File: config.mk
export PLATFORM = sky130hd
export DESIGN_NAME = period_meter
export DESIGN_NICKNAME = d
export VERILOG_FILES = /design/src/rtl/period_meter_pkg.sv /design/src/rtl/pm_edge_sync.sv /design/src/rtl/period_meter.sv
export SDC_FILE = /design/constraint.sdc
export NUM_CORES = 1
export LEC_CHECK = 0
export BUFFER_PORTS_ARGS = -buffer_cell sky130_fd_sc_hd__buf_2
export CAP_MARGIN = 10
export CORE_ASPECT_RATIO = 1.1
export CORE_MARGIN = 3
export CORE_UTILIZATION = 45
export DETAILED_ROUTE_END_ITERATION = 12
export PLACE_DENSITY = 0.76
export SLEW_MARGIN = 20
export SYNTH_ARGS = -nofsm -noshare
export SYNTH_HDL_FRONTEND = slang
export SYNTH_HIERARCHICAL = 1
export SYNTH_SLANG_ARGS = --single-unit
File: constraint.sdc
create_clock -name clk -period 3.61 [get_ports clk]
set_clock_uncertainty 0.05 [all_clocks]
set_input_delay 0.722 -clock clk [delete_from_list [all_inputs] [get_ports clk]]
set_output_delay 0.722 -clock clk [all_outputs]
set_load 0.05 [all_outputs]
File: src/rtl/period_meter_pkg.sv
// Shared types and constants for the period meter: FSM state encoding,
// default counter width and the minimum synchronizer depth.
package period_meter_pkg;

  typedef enum logic [1:0] {
    IDLE = 2'd0,
    HIGH = 2'd1,
    LOW  = 2'd2
  } pm_state_e;

  localparam int DEFAULT_CW      = 16;
  localparam int MIN_SYNC_STAGES = 2;

endpackage

File: src/rtl/pm_edge_sync.sv
// Synchronizes the asynchronous z_in, optionally filters 1-cycle glitches
// (PERIOD_METER_GLITCH_FILTER_EN), and produces single-cycle rise/fall pulses.
module pm_edge_sync
  import period_meter_pkg::*;
#(
  parameter int SYNC_STAGES = MIN_SYNC_STAGES
) (
  input  logic clk,
  input  logic rst_n,
  input  logic z_in,
  output logic rise,
  output logic fall
);

  localparam int STAGES = (SYNC_STAGES < MIN_SYNC_STAGES) ? MIN_SYNC_STAGES : SYNC_STAGES;

  logic [STAGES-1:0] sync_q;
  logic              zs;
  logic              zs_d;

  always_ff @(posedge clk) begin
    if (!rst_n) begin
      sync_q <= '0;
    end else begin
      sync_q <= {sync_q[STAGES-2:0], z_in};
    end
  end

`ifdef PERIOD_METER_GLITCH_FILTER_EN
  // The filtered level only follows the synchronized input once it has
  // held the same value on two consecutive cycles.
  logic sy_d;
  logic zf;

  always_ff @(posedge clk) begin
    if (!rst_n) begin
      sy_d <= 1'b0;
      zf   <= 1'b0;
    end else begin
      sy_d <= sync_q[STAGES-1];
      if (sync_q[STAGES-1] == sy_d) begin
        zf <= sy_d;
      end
    end
  end

  assign zs = zf;
`else
  assign zs = sync_q[STAGES-1];
`endif

  always_ff @(posedge clk) begin
    if (!rst_n) begin
      zs_d <= 1'b0;
    end else begin
      zs_d <= zs;
    end
  end

  assign rise = zs & ~zs_d;
  assign fall = ~zs & zs_d;

endmodule

File: src/rtl/period_meter.sv
// Measures high/low/period of a slow input in clk cycles and presents each
// result on a valid/ready port. Optional glitch filter: PERIOD_METER_GLITCH_FILTER_EN.
module period_meter
  import period_meter_pkg::*;
#(
  parameter int CW          = DEFAULT_CW,
  parameter int SYNC_STAGES = MIN_SYNC_STAGES
) (
  input  logic          clk,
  input  logic          rst_n,
  input  logic          z_in,
  input  logic          clear,
  output logic [CW-1:0] hi_cnt,
  output logic [CW-1:0] lo_cnt,
  output logic [CW:0]   period,
  output logic          sat,
  output logic          valid,
  input  logic          ready,
  output logic          overrun,
  output pm_state_e     state_dbg
);

  localparam logic [CW-1:0] CNT_MAX = '1;

  logic      rise;
  logic      fall;
  pm_state_e state, state_next;
  logic [CW-1:0] hi_ctr, hi_next;
  logic [CW-1:0] lo_ctr, lo_next;
  logic          sat_acc, sat_next;
  logic          complete;

  pm_edge_sync #(.SYNC_STAGES(SYNC_STAGES)) u_edge_sync (
    .clk   (clk),
    .rst_n (rst_n),
    .z_in  (z_in),
    .rise  (rise),
    .fall  (fall)
  );

  assign state_dbg = state;

  always_ff @(posedge clk) begin
    if (!rst_n) begin
      state   <= IDLE;
      hi_ctr  <= '0;
      lo_ctr  <= '0;
      sat_acc <= 1'b0;
    end else begin
      state   <= state_next;
      hi_ctr  <= hi_next;
      lo_ctr  <= lo_next;
      sat_acc <= sat_next;
    end
  end

  // A rise in LOW closes the period and immediately opens the next high phase.
  always_comb begin
    state_next = state;
    hi_next    = hi_ctr;
    lo_next    = lo_ctr;
    sat_next   = sat_acc;
    complete   = 1'b0;
    if (clear) begin
      state_next = IDLE;
      hi_next    = '0;
      lo_next    = '0;
      sat_next   = 1'b0;
    end else begin
      case (state)
        IDLE: begin
          if (rise) begin
            state_next = HIGH;
            hi_next    = CW'(1);
            lo_next    = '0;
            sat_next   = 1'b0;
          end
        end
        HIGH: begin
          if (fall) begin
            state_next = LOW;
            lo_next    = CW'(1);
          end else if (hi_ctr == CNT_MAX) begin
            sat_next = 1'b1;
          end else begin
            hi_next = hi_ctr + CW'(1);
          end
        end
        LOW: begin
          if (rise) begin
            complete   = 1'b1;
            state_next = HIGH;
            hi_next    = CW'(1);
            lo_next    = '0;
            sat_next   = 1'b0;
          end else if (lo_ctr == CNT_MAX) begin
            sat_next = 1'b1;
          end else begin
            lo_next = lo_ctr + CW'(1);
          end
        end
        default: state_next = IDLE;
      endcase
    end
  end

  // Handshake: a result transfers on any cycle with valid & ready. valid stays
  // high with stable outputs until then; a completion that finds the port
  // still occupied (valid & ~ready) is dropped and flagged in sticky overrun.
  always_ff @(posedge clk) begin
    if (!rst_n) begin
      hi_cnt  <= '0;
      lo_cnt  <= '0;
      period  <= '0;
      sat     <= 1'b0;
      valid   <= 1'b0;
      overrun <= 1'b0;
    end else if (complete) begin
      if (!valid || ready) begin
        hi_cnt <= hi_ctr;
        lo_cnt <= lo_ctr;
        period <= {1'b0, hi_ctr} + {1'b0, lo_ctr};
        sat    <= sat_acc;
        valid  <= 1'b1;
      end else begin
        overrun <= 1'b1;
      end
    end else if (valid && ready) begin
      valid <= 1'b0;
    end
  end

endmodule

==> results by group <==
STA
  – Crit path time final: around 2.5 ns
  – Fmax: 398 MHz
  – RSZ-0062 raised after global routing: no
  – Max Transition Viols Final: 0
  – Worst-margin pin slew: 0.924 ns
  – Final setup fails: 0
  – Fin. Hold Viols: 0
  – Total negative setup slack: 0 ns
  – Slew headroom: 38.3%
  – Final setup margin: 1.10 ns
  – Fin crit share: 69.5%

Synth
  – Sequential share of the synthesized area: 38.3%
  – Yosys top cell by area: dfxtp_1
  – Synth Instances: around 580
  – Distinct cells, synth: 54
  – Synth async-reset ratio: 0%
  – Syn avg cell area: 8.15 sq um
  – YS warnings: 6
  – Flop and latch count out of synthesis: 90
  – Most used DFF post-synth: dfxtp_1
  – EDFF count, synth: 0
  – Synth top area share: 38.3%
  – Synth area leaders: dfxtp_1, nand2_1, ha_1
  – Syn nets: 607
  – Synthesized area: 4700 sq um

Clocking
  – Clk Latency, worst-skew pair: 0.37 ns
  – Clock Tree Buf Depth: 2
  – H-tree depth: 3
  – # hold bufs at CTS: 0
  – Post_cts resized: 0
  – Clock sink count: 90
  – Setup bufs post-CTS: 0
  – TritonCTS Buffers: 9
  – Root buf cell: clkbuf_8
  – CTS tree: built
  – Clock-pin transition on the worst setup and hold timing paths: 0.09 ns

Critical path
  – Buf+Inv Stages, Crit Path: 3
  – CP max stage delay: 0.47 ns
  – CP max FO: 21
  – CP max stage cell: or4_1
  – Top Family by Delay on Critical Path: simple AND/OR/NAND/NOR gates
  – Path type of the worst setup path: flop to flop
  – Cell Chain, Critical Path: inv_1, ha_1, inv_1, nor2_1, a311oi_2, buf_4, nand2_1, or4_1, a21oi_1
  – Arrival @ worst endpoint: 2.77 ns
  – Cell mode on critical path: inv_1
  – CP required: 3.87 ns
  – Setup crit start kind: flop
  – Worst Setup End Kind: flop

Layout
  – Filler Cell Count: 953
  – Layout area overhead: 11.8%
  – Final net count: 648
  – Ant. Diodes: 0
  – Area of the multi-input gates: 2750 sq um
  – Flip-flop and latch area: around 1800 sq um
  – Layout cells sized above 1: 14.9%

GRT
  – Global routing met3 resource utilization: between 4 and 5%
  – GR Util met1: 28.5%
  – First-pass GRT wire length: 19.7 mm
  – GRT busiest layer: met2
  – Largest net degree at the start of global routing: 62
  – GRT overflow: 0
  – Vias in the first global route: a little over 4k
  – Met2 Resource Use GR: 32.4%
  – Initial antenna violation count: 0
  – GRT Total Usage: 21.3%

Routing
  – Final wirelength: 12.3 mm
  – Residual DRC count: 0
  – DRT iter0 DRCs: 223
  – Vias per cell: between 5 and 6
  – Total iterations of the first detailed-routing run: 7
  – ANT nets after route: 0
  – Wire per inst: 16.1 microns
  – Via count: 4388

Die
  – Starting Density: 46.9%
  – Core area: 10000 sq um
  – Rows: 38
  – Die span in y: about 110 microns
  – Die Wd: 103 microns
  – # IOs: slightly below 60
  – Die area: 11700 sq um

Min path
  – Worst hold path class: flop to flop

Power and ir drop
  – Static leakage: 0.00207 uW
  – Maximum VDD drop: ~170 uV
  – Pwr Density: 321 nW/um^2

Place
  – Placer congestion estimate: 0.929
  – Port Buf Inserts: 58
  – Pre-CTS setup slack: 1.14 ns
  – Detailed-placement wirelength estimate: 8.66 mm

Run status
  – Run status: complete, no violations

Job
  – Max_cap viols: 0
==> path summary, 6_finish.rpt <==
| check | end | slack, ns | cells past startpoint | start |
|---|---|---|---|---|
| max | hi_ctr[5] | 1.10 | 9 | state_dbg[1] |
| max reg2reg | hi_ctr[5] | 1.10 | 9 | state_dbg[1] |
| min reg2reg | u_edge_sync/sync_q[1] | 0.39 | 1 | u_edge_sync/sync_q[0] |
| min | u_edge_sync/sync_q[1] | 0.39 | 1 | u_edge_sync/sync_q[0] |
==> flip-flops by register name, summed over array words and instances (netlist names), 2 cells and up <==
signal	flops
state_dbg	2
lo_ctr	16
period	17
u_edge_sync/sync_q	2
hi_cnt	16
hi_ctr	16
lo_cnt	16
==> power by group <==
group | internal, uW | leakage (uW) | switching (uW)
sequential | 994 | 0.000725 | 2.07
combinational | 25.1 | 0.00126 | 43.5
clock | 247 | 0.0000810 | 373
==> placed cells by master, fill, tap and decap left out, types with 7 or more instances in the layout <==
cell type / count
a21boi_0: 39
a21oi_1: 35
a31oi_1: 9
and2_1: 11
and3_1: 14
buf_2: 58
clkbuf_8: 9
dfxtp_1: 90
ha_1: 24
inv_1: 7
nand2_1: 106
nand3_1: 31
nand3b_1: 8
nor2_1: 28
nor3_1: 8
o21ai_0: 38
==> Yosys cell counts (5+ instances only) <==
cell,count
xnor2_1,6
a21oi_1,35
nand2_1,106
nand2b_1,5
nor2b_1,6
a21boi_0,39
dfxtp_1,90
o211ai_1,5
inv_1,7
a21o_1,6
o21ai_0,38
and2_1,11
a31oi_1,9
clkbuf_1,28
and3_1,14
o41ai_1,5
nor2_1,28
nand4_1,6
nor3_1,8
ha_1,24
nand3b_1,8
nand3_1,31
==> stage by stage <==
step           total power, uW  utilization [%]  std cells  cell area [sq um]  hold slack (ns)
5_1_grt                   1750             52.4        763               5250            0.444
6_report                  1680             52.4        763               5250            0.392
2_1_floorplan             1070                -        577               4700            0.362
3_5_place_dp              1090             50.7        747               5080            0.370
3_3_place_gp              1090             50.7        747               5080            0.367
4_1_cts                   1700             52.4        763               5250            0.394
==> per-layer routing <==
metal,up-vias,share of wire (%)
met1,2064,46
li1,2142,-
met5,-,0
met3,30,4.9
met2,152,46
met4,0,3.1
==> cells by family after synthesis <==
| logic type | count (synthesis) | share of synthesized area (%) |
|---|---|---|
| adders and majority gates | 25 | 6.81 |
| muxes | 3 | 0.639 |
| and+or+nand+nor | 246 | 25.8 |
| AOI/OAI and AO/OA | 162 | 23.2 |
| xor gates and xnor gates | 10 | 1.86 |
| buffers and inverters | 41 | 3.38 |
| DFF | 90 | 38.3 |
==> cell type report <==
| cell class | count | share of cell area, % |
|---|---|---|
| repair buffers | 64 | 6.38 |
| well taps | 140 | 3.33 |
| multi-input cells | 446 | 52.3 |
| inverters | 7 | 0.500 |
| flip-flops and latches | 90 | 34.3 |
| clock buffers | 9 | 2.36 |
| clock inverters | 7 | 0.881 |
No activity file was read; power rests on OpenSTA's default activity.
